$ cat config.mk
export PLATFORM = sky130hd
export DESIGN_NAME = cache_arbiter_flat
export DESIGN_NICKNAME = d
export VERILOG_FILES = /design/src/rtl/cache_arbiter_if.sv /design/src/rtl/cache_arbiter.sv /design/src/flat_wrapper.sv
export SDC_FILE = /design/constraint.sdc
export NUM_CORES = 1
export LEC_CHECK = 0
export ABC_CLOCK_PERIOD_IN_PS = 8360
export CAP_MARGIN = 15
export CORE_AREA = 2 2 537 539
export DETAILED_ROUTE_END_ITERATION = 6
export DIE_AREA = 0 0 539 541
export DONT_BUFFER_PORTS = 1
export GPL_ROUTABILITY_DRIVEN = 0
export PLACE_DENSITY = 0.3
export SYNTH_ARGS = -nofsm -noshare
export SYNTH_HDL_FRONTEND = slang
export SYNTH_SLANG_ARGS = --single-unit
$ cat constraint.sdc
create_clock -name clk -period 8.36 [get_ports clk]
set_input_delay 0.836 -clock clk [delete_from_list [all_inputs] [get_ports clk]]
set_output_delay 0.836 -clock clk [all_outputs]
set_load 0.05 [all_outputs]
$ cat src/rtl/cache_arbiter_if.sv
// Bundle of the I-cache, D-cache and cacheline-adaptor signals around the miss arbiter.
// slave is the arbiter's view; master is the caches-plus-adaptor side that drives it.
interface cache_arbiter_if #(
  parameter int LINE_WIDTH = 256,
  parameter int ADDR_WIDTH = 32
);
  logic [ADDR_WIDTH-1:0] i_pmem_address;
  logic                  i_pmem_read;
  logic [LINE_WIDTH-1:0] i_pmem_rdata;
  logic                  i_pmem_resp;

  logic [ADDR_WIDTH-1:0] d_pmem_address;
  logic                  d_pmem_read;
  logic                  d_pmem_write;
  logic [LINE_WIDTH-1:0] d_pmem_wdata;
  logic [LINE_WIDTH-1:0] d_pmem_rdata;
  logic                  d_pmem_resp;

  logic [ADDR_WIDTH-1:0] pmem_address;
  logic                  pmem_read;
  logic                  pmem_write;
  logic [LINE_WIDTH-1:0] pmem_wdata;
  logic [LINE_WIDTH-1:0] pmem_rdata;
  logic                  pmem_resp;

  modport slave (
    input  i_pmem_address, i_pmem_read,
    output i_pmem_rdata, i_pmem_resp,
    input  d_pmem_address, d_pmem_read, d_pmem_write, d_pmem_wdata,
    output d_pmem_rdata, d_pmem_resp,
    output pmem_address, pmem_read, pmem_write, pmem_wdata,
    input  pmem_rdata, pmem_resp
  );

  modport master (
    output i_pmem_address, i_pmem_read,
    input  i_pmem_rdata, i_pmem_resp,
    output d_pmem_address, d_pmem_read, d_pmem_write, d_pmem_wdata,
    input  d_pmem_rdata, d_pmem_resp,
    input  pmem_address, pmem_read, pmem_write, pmem_wdata,
    output pmem_rdata, pmem_resp
  );
endinterface

$ cat src/rtl/cache_arbiter.sv
// Round-robin miss arbiter from split L1 I/D caches onto one cacheline adaptor port.
// Grant one cycle after a request is seen in IDLE; requesters wait on their resp pulse, one RELEASE cycle per transaction.
module cache_arbiter #(
  parameter int LINE_WIDTH = 256,
  parameter int ADDR_WIDTH = 32
) (
  input logic            clk,
  input logic            rst,
  cache_arbiter_if.slave bus
);

  typedef enum logic [1:0] {IDLE, SERVE_I, SERVE_D, RELEASE} state_t;
  typedef enum logic {GRANT_I, GRANT_D} grant_t;

  state_t                state, state_nxt;
  grant_t                last_grant;
  logic [ADDR_WIDTH-1:0] addr_q;
  logic                  read_q, write_q;
  logic [LINE_WIDTH-1:0] wdata_q;
  logic                  i_req, d_req, pick_i, pick_d;
  logic                  i_resp, d_resp;

  assign i_req  = bus.i_pmem_read;
  assign d_req  = bus.d_pmem_read | bus.d_pmem_write;
  assign pick_i = i_req && (!d_req || last_grant == GRANT_D);
  assign pick_d = d_req && !pick_i;

  always_comb begin
    state_nxt = state;
    i_resp    = 1'b0;
    d_resp    = 1'b0;
    case (state)
      IDLE: begin
        if (pick_i)      state_nxt = SERVE_I;
        else if (pick_d) state_nxt = SERVE_D;
      end
      SERVE_I: begin
        i_resp = bus.pmem_resp;
        if (bus.pmem_resp) state_nxt = RELEASE;
      end
      SERVE_D: begin
        d_resp = bus.pmem_resp;
        if (bus.pmem_resp) state_nxt = RELEASE;
      end
      RELEASE: state_nxt = IDLE;
      default: state_nxt = IDLE;
    endcase
  end

  // Downstream request is captured once at the grant edge, so requester changes during SERVE are invisible.
  always_ff @(posedge clk or posedge rst) begin
    if (rst) begin
      state      <= IDLE;
      last_grant <= GRANT_D;
      addr_q     <= '0;
      read_q     <= 1'b0;
      write_q    <= 1'b0;
      wdata_q    <= '0;
    end else begin
      state <= state_nxt;
      case (state)
        IDLE: begin
          if (pick_i) begin
            addr_q     <= bus.i_pmem_address;
            read_q     <= 1'b1;
            write_q    <= 1'b0;
            wdata_q    <= '0;
            last_grant <= GRANT_I;
          end else if (pick_d) begin
            addr_q     <= bus.d_pmem_address;
            read_q     <= bus.d_pmem_read & ~bus.d_pmem_write;
            write_q    <= bus.d_pmem_write;
            wdata_q    <= bus.d_pmem_wdata;
            last_grant <= GRANT_D;
          end
        end
        SERVE_I, SERVE_D: begin
          if (bus.pmem_resp) begin
            addr_q  <= '0;
            read_q  <= 1'b0;
            write_q <= 1'b0;
            wdata_q <= '0;
          end
        end
        default: ;
      endcase
    end
  end

  assign bus.pmem_address = addr_q;
  assign bus.pmem_read    = read_q;
  assign bus.pmem_write   = write_q;
  assign bus.pmem_wdata   = wdata_q;
  assign bus.i_pmem_rdata = bus.pmem_rdata;
  assign bus.d_pmem_rdata = bus.pmem_rdata;
  assign bus.i_pmem_resp  = i_resp;
  assign bus.d_pmem_resp  = d_resp;

endmodule

$ cat src/flat_wrapper.sv
// flat-port wrapper written by rule: the top's interface ports become plain ports
module cache_arbiter_flat 
#(
  parameter int LINE_WIDTH = 256,
  parameter int ADDR_WIDTH = 32
)
  (clk, rst, bus_i_pmem_address, bus_i_pmem_read, bus_i_pmem_rdata, bus_i_pmem_resp, bus_d_pmem_address, bus_d_pmem_read, bus_d_pmem_write, bus_d_pmem_wdata, bus_d_pmem_rdata, bus_d_pmem_resp, bus_pmem_address, bus_pmem_read, bus_pmem_write, bus_pmem_wdata, bus_pmem_rdata, bus_pmem_resp);
  cache_arbiter_if #(.LINE_WIDTH(LINE_WIDTH), .ADDR_WIDTH(ADDR_WIDTH)) bus_i ();
  input logic clk;
  input logic rst;
  input wire logic [$bits(bus_i.i_pmem_address)-1:0] bus_i_pmem_address;
  input wire logic [$bits(bus_i.i_pmem_read)-1:0] bus_i_pmem_read;
  output wire logic [$bits(bus_i.i_pmem_rdata)-1:0] bus_i_pmem_rdata;
  output wire logic [$bits(bus_i.i_pmem_resp)-1:0] bus_i_pmem_resp;
  input wire logic [$bits(bus_i.d_pmem_address)-1:0] bus_d_pmem_address;
  input wire logic [$bits(bus_i.d_pmem_read)-1:0] bus_d_pmem_read;
  input wire logic [$bits(bus_i.d_pmem_write)-1:0] bus_d_pmem_write;
  input wire logic [$bits(bus_i.d_pmem_wdata)-1:0] bus_d_pmem_wdata;
  output wire logic [$bits(bus_i.d_pmem_rdata)-1:0] bus_d_pmem_rdata;
  output wire logic [$bits(bus_i.d_pmem_resp)-1:0] bus_d_pmem_resp;
  output wire logic [$bits(bus_i.pmem_address)-1:0] bus_pmem_address;
  output wire logic [$bits(bus_i.pmem_read)-1:0] bus_pmem_read;
  output wire logic [$bits(bus_i.pmem_write)-1:0] bus_pmem_write;
  output wire logic [$bits(bus_i.pmem_wdata)-1:0] bus_pmem_wdata;
  input wire logic [$bits(bus_i.pmem_rdata)-1:0] bus_pmem_rdata;
  input wire logic [$bits(bus_i.pmem_resp)-1:0] bus_pmem_resp;
  assign bus_i.i_pmem_address = bus_i_pmem_address;
  assign bus_i.i_pmem_read = bus_i_pmem_read;
  assign bus_i_pmem_rdata = bus_i.i_pmem_rdata;
  assign bus_i_pmem_resp = bus_i.i_pmem_resp;
  assign bus_i.d_pmem_address = bus_d_pmem_address;
  assign bus_i.d_pmem_read = bus_d_pmem_read;
  assign bus_i.d_pmem_write = bus_d_pmem_write;
  assign bus_i.d_pmem_wdata = bus_d_pmem_wdata;
  assign bus_d_pmem_rdata = bus_i.d_pmem_rdata;
  assign bus_d_pmem_resp = bus_i.d_pmem_resp;
  assign bus_pmem_address = bus_i.pmem_address;
  assign bus_pmem_read = bus_i.pmem_read;
  assign bus_pmem_write = bus_i.pmem_write;
  assign bus_pmem_wdata = bus_i.pmem_wdata;
  assign bus_i.pmem_rdata = bus_pmem_rdata;
  assign bus_i.pmem_resp = bus_pmem_resp;
  cache_arbiter #(.LINE_WIDTH(LINE_WIDTH), .ADDR_WIDTH(ADDR_WIDTH)) u_core (.clk(clk), .rst(rst), .bus(bus_i));
endmodule
After elaboration in Yosys (flattened, before gate mapping)
Cells that the tools add are included.
{"block": "op_classes", "eq_ne": 5, "mux": 23, "bitwise": 3, "n_reduce_logical": 12}
{"op": "$mux W256", "count": 3}
{"op": "$pmux W256 S2", "count": 1}
{"op": "$mux W32", "count": 3}
{"op": "$pmux W32 S2", "count": 1}
{"op": "$mux W1", "count": 9}
{"op": "$mux W2", "count": 3}
{"op": "$pmux W2 S3", "count": 1}
{"op": "$eq A2 B2 Y1 const B", "count": 2}
{"op": "$pmux W1 S2", "count": 2}
{"op": "$reduce_and A2 Y1", "count": 2}
{"op": "$reduce_bool A2 Y1", "count": 2}
{"op": "$ne A3 B1 Y1 const B", "count": 1}
{"op": "$reduce_and A3 Y1", "count": 1}
{"op": "$eq A2 B1 Y1 const B", "count": 1}
{"op": "$logic_and A1 B1 Y1", "count": 2}
{"op": "$logic_not A1 Y1", "count": 2}
{"op": "$logic_not A2 Y1", "count": 1}
{"op": "$ne A2 B1 Y1 const B", "count": 1}
{"op": "$reduce_or A2 Y1", "count": 1}
{"op": "$and A1 B1 Y1", "count": 1}
{"op": "$logic_or A1 B1 Y1", "count": 1}
{"op": "$not A1 Y1", "count": 1}
{"op": "$or A1 B1 Y1", "count": 1}
{"block": "totals", "register_bits": 293, "input_bits": 582, "out_inout_bits": 804, "word_cells": 49}

Longest topological paths before layout
{"block": "logic_depth", "depth_word": 9, "ltp_mapped": 9, "depth_no_buf": 6}

Worst setup path before layout
OpenSTA, ideal clock, no wires.
{"block": "synth_path", "path_kind": "input-to-output", "from": "input bus_pmem_resp", "to": "output bus_d_pmem_resp", "arrival_ns": 1.248, "required_time_ns": 7.524, "setup_slack_ns": 6.276, "stages": 1, "path_buffers": 0, "path_cell_list": "and2_1"}
{"block": "synth_via", "elab_chain_len": 1}
{"item": "from (decl)", "line": "flat_wrapper.sv:26", "text": "input wire logic [$bits(bus_i.pmem_resp)-1:0] bus_pmem_resp;"}
{"item": "$mux W1", "line": "cache_arbiter.sv:32", "text": "case (state)"}
{"item": "to (decl)", "line": "flat_wrapper.sv:20", "text": "output wire logic [$bits(bus_i.d_pmem_resp)-1:0] bus_d_pmem_resp;"}
Every way passes these cells.

Worst setup path in the final report
{"block": "layout_path", "from": "register u_core.state[0]", "to": "register u_core.wdata_q[201] (netlist: u_core.bus.pmem_wdata[201])"}
{"block": "layout_via", "elab_chain_len": 4, "word_cells_on_any_way": 9, "classes_between": "eq/ne: 4; mux: 1; reduce/logical: 4"}
{"item": "from (decl)", "line": "cache_arbiter.sv:15", "text": "state_t state, state_nxt;"}
{"item": "from (signal assigned)", "line": "cache_arbiter.sv:60", "text": "state <= state_nxt;"}
{"item": "$eq A2 B1 Y1 or $eq A2 B2 Y1 (tied branches)", "line": "cache_arbiter.sv:61", "text": "case (state)"}
{"item": "$reduce_or A2 Y1 (no source line)"}
{"item": "$ne A2 B1 Y1 (no source line) or $reduce_bool A2 Y1 (tied branches)"}
{"item": "$reduce_and A3 Y1 (no source line)"}
{"item": "to (signal assigned)", "line": "cache_arbiter.sv:73", "text": "wdata_q <= bus.d_pmem_wdata;"}
{"item": "to (decl)", "line": "cache_arbiter.sv:19", "text": "logic [LINE_WIDTH-1:0] wdata_q;"}
Parallel ways exist; a longest one is shown, timed or not.
A chain may end at the register's enable or synchronous reset.

==> flow_summary.toml <==
[outcome]
status = "complete, no violations"

[global_routing]
grt-ovfl-total = 0
antenna_found_initial = 109
grt.total_usage = 0.1038
grt_pass1_vias = 10900
grt_pass1_wl_um = 183700
grt_max_degree = 135

[yosys]
synthArstFlopShare = 1.000
seq_area_frac_synth = 0.4684
syn_area_um2 = 15660
synth_cell_types = 23
synth-edff-count = 0
synth_top_flop_cell = "dfrtp_1"
yosys_warnings = 0
postSynthCellCount = 1799
synth_seq_cells = 293
avgSynthCellArea_um2 = 8.703
syn-num-nets = 2386

[clock_tree]
cts.sinks = 293
cts_tree = "yes"
post_cts_buffers = 0
clk_latency_ns = 0.70
root_buffer = "clkbuf_16"
cts_resized = 0
cts_hold_buffers = 0
cts_buffers = 48
cts.clk_slew.worst_paths_ns = 0.06
cts_max_level = 2
cts_buffer_depth = 3

[critical_path]
arrival_ns = 3.87
required_ns = 8.95
path_class = "reg -> reg"
r2r-start = "u_core.state[0]"
crit_start = "u_core.state[0]"
path_max_fanout = 77
cp-start-kind = "flop"
cp-end-kind = "flop"

[sta]
min_period_ns = 3.281
min_period_over_period = 0.3925
max_freq_ghz = 0.3048
tightest_slew_ns = 1.074
hold_viol_final = 0
hold_slack_ns = 0.1722
rsz0062_at_grt = "false"
maxSlewHeadroom = 0.2837
slew_violations = 0
finalClockSkew_ns = 0.03583
finalSetupViolCount = 0
finalSetupTns_ns = 0

[drt]
via_per_inst = 2.093
postRouteAntennaNets = 0
drc = 0
initialDrtViolationCount = 697
wl_um = 156500
vias = 10660
firstDrtPassIters = 5
routedWlPerCell_um = 30.73

[power_and_ir_drop]
p_comb_frac = 0.264
p_clk_frac = 0.257
total_power_w = 0.008736
p_per_area_nw_per_um2 = 483.7
total_leakage_power_nw = 6.485
power.share.switching = 0.5799
seqPwrFrac = 0.479
power_switching_w = 0.005066
vdd_drop_max_v = 0.0004091
p_int_w = 0.003670

[final_layout]
instances_no_fill = 5093
nets = 1845
final_util = 0.06305
drive_above_1_share = 0.08333
synthToLayoutAreaGrowth_pct = 15.34
fillers = 33680

[placement]
numPortBuffers = 0
hpwlAfterDp_um = 135400
dp_cells = 4989

[die]
fp-row-count = 197
dieArea_um2 = 291600
core_um2 = 286400
initial_utilization = 0.05467
die-height_um = 541
ios = 1386
die_x_um = 539

[hold_path]
hp-class = "in -> async"

[job]
maxCapViolations = 0
==> final timing paths <==
path / end / slack (ns) / cells past startpoint
worst min register to register: u_core.last_grant / 0.49 / 2
worst min-delay path: u_core.bus.pmem_wdata[130] / 0.17 / 2
worst max-delay path: u_core.bus.pmem_wdata[201] / 5.08 / 8
max in group asynchronous: u_core.bus.pmem_wdata[34] / 6.65 / 3
min in group clk: u_core.bus.pmem_wdata[125] / 0.27 / 2
worst max register to register: u_core.bus.pmem_wdata[201] / 5.08 / 8
==> kinds of logic after synthesis <==
family | share of synthesized area
AOI/OAI and AO/OA | 0.09517
adders and majority gates | 0.003996
buffers and inverters | 0.2739
DFF | 0.4684
muxes | 0.02118
and+or+nand+nor | 0.1374
==> synth_stat cells, types with 2 or more instances <==
cell type    n  area [um2]
and2_1       2       12.51
buf_2       52       260.3
buf_4      514        3859
clkbuf_1    39       146.4
dfrtp_1    292        7307
ha_1         5       62.56
inv_1        5       18.77
mux2i_1     32       320.3
nand2_1    552        2072
nor2b_1      2       12.51
o21ai_0    193       965.9
o21ai_1    100       500.5
==> power by group through the flow <==
stage,sequential (W),clock (W),combinational [W]
after floorplan,0.00350,0,0.00227
after global placement,0.00429,0,0.00237
after detailed placement,0.00429,0,0.00243
after CTS,0.00427,0.00238,0.00243
after global routing,0.00436,0.00240,0.00265
final,0.00418,0.00225,0.00230
==> sequential cells by signal, indices dropped and copies added (netlist names) <==
signal,flops
u_core.last_grant,1
u_core.bus.pmem_read,1
u_core.state,2
u_core.bus.pmem_wdata,256
u_core.bus.pmem_address,32
u_core.bus.pmem_write,1
==> worst max-delay path, stage by stage, from the launching register on <==
cell	delay, ns
dfrtp_1	0.41
inv_1	0.10
ha_1	0.32
nor2b_1	0.19
nor3_4	0.14
buf_4	0.64
buf_4	0.78
nand2_1	0.22
o21ai_0	0.20
==> cell usage in the layout, fill, tap and decap left out, drive strengths merged <==
master and n:
nand2 552, o21ai 293, dfrtp 292, clkbuf 63, mux2i 32, diode 16
buf 15, inv 13, clkinv 7, clkinvlp 5, ha 5, bufinv 5
nor2b 2, and2 2, o21bai 1, nor4b 1, nor3 1, or3 1
nor2 1, nand3 1, o211ai 1, mux2 1, a21oi 1, dfstp 1
==> per-layer routing <==
| metal | global-route usage | vias up | share of wire |
|---|---|---|---|
| met1 | 0.07487 | 4680 | 0.25 |
| met3 | 0.1251 | 536 | 0.26 |
| met2 | 0.1583 | 1278 | 0.43 |
| met4 | 0.05136 | 16 | 0.063 |
| li1 | - | 4148 | - |
| met5 | 0.001315 | - | 0.00077 |
==> layout make-up <==
type / count / area [um2] / area share
flip-flops and latches: 293 / 7333 / 0.4061
well taps: 3781 / 4731 / 0.2620
multi-input cells: 895 / 4059 / 0.2248
clock buffers: 63 / 1358 / 0.07517
clock inverters: 25 / 352.8 / 0.01954
repair buffers: 15 / 162.7 / 0.009007
diodes: 16 / 40.04 / 0.002217
inverters: 5 / 22.52 / 0.001247
==> stage by stage <==
stage                     worst slack (ns)  cell area, um2
after floorplan                      3.636           15660
after global placement               4.766           16310
after detailed placement             4.656           16310
after CTS                            4.993           18020
after global routing                 4.787           18020
final                                5.079           18060
No activity file was read; power rests on OpenSTA's default activity.
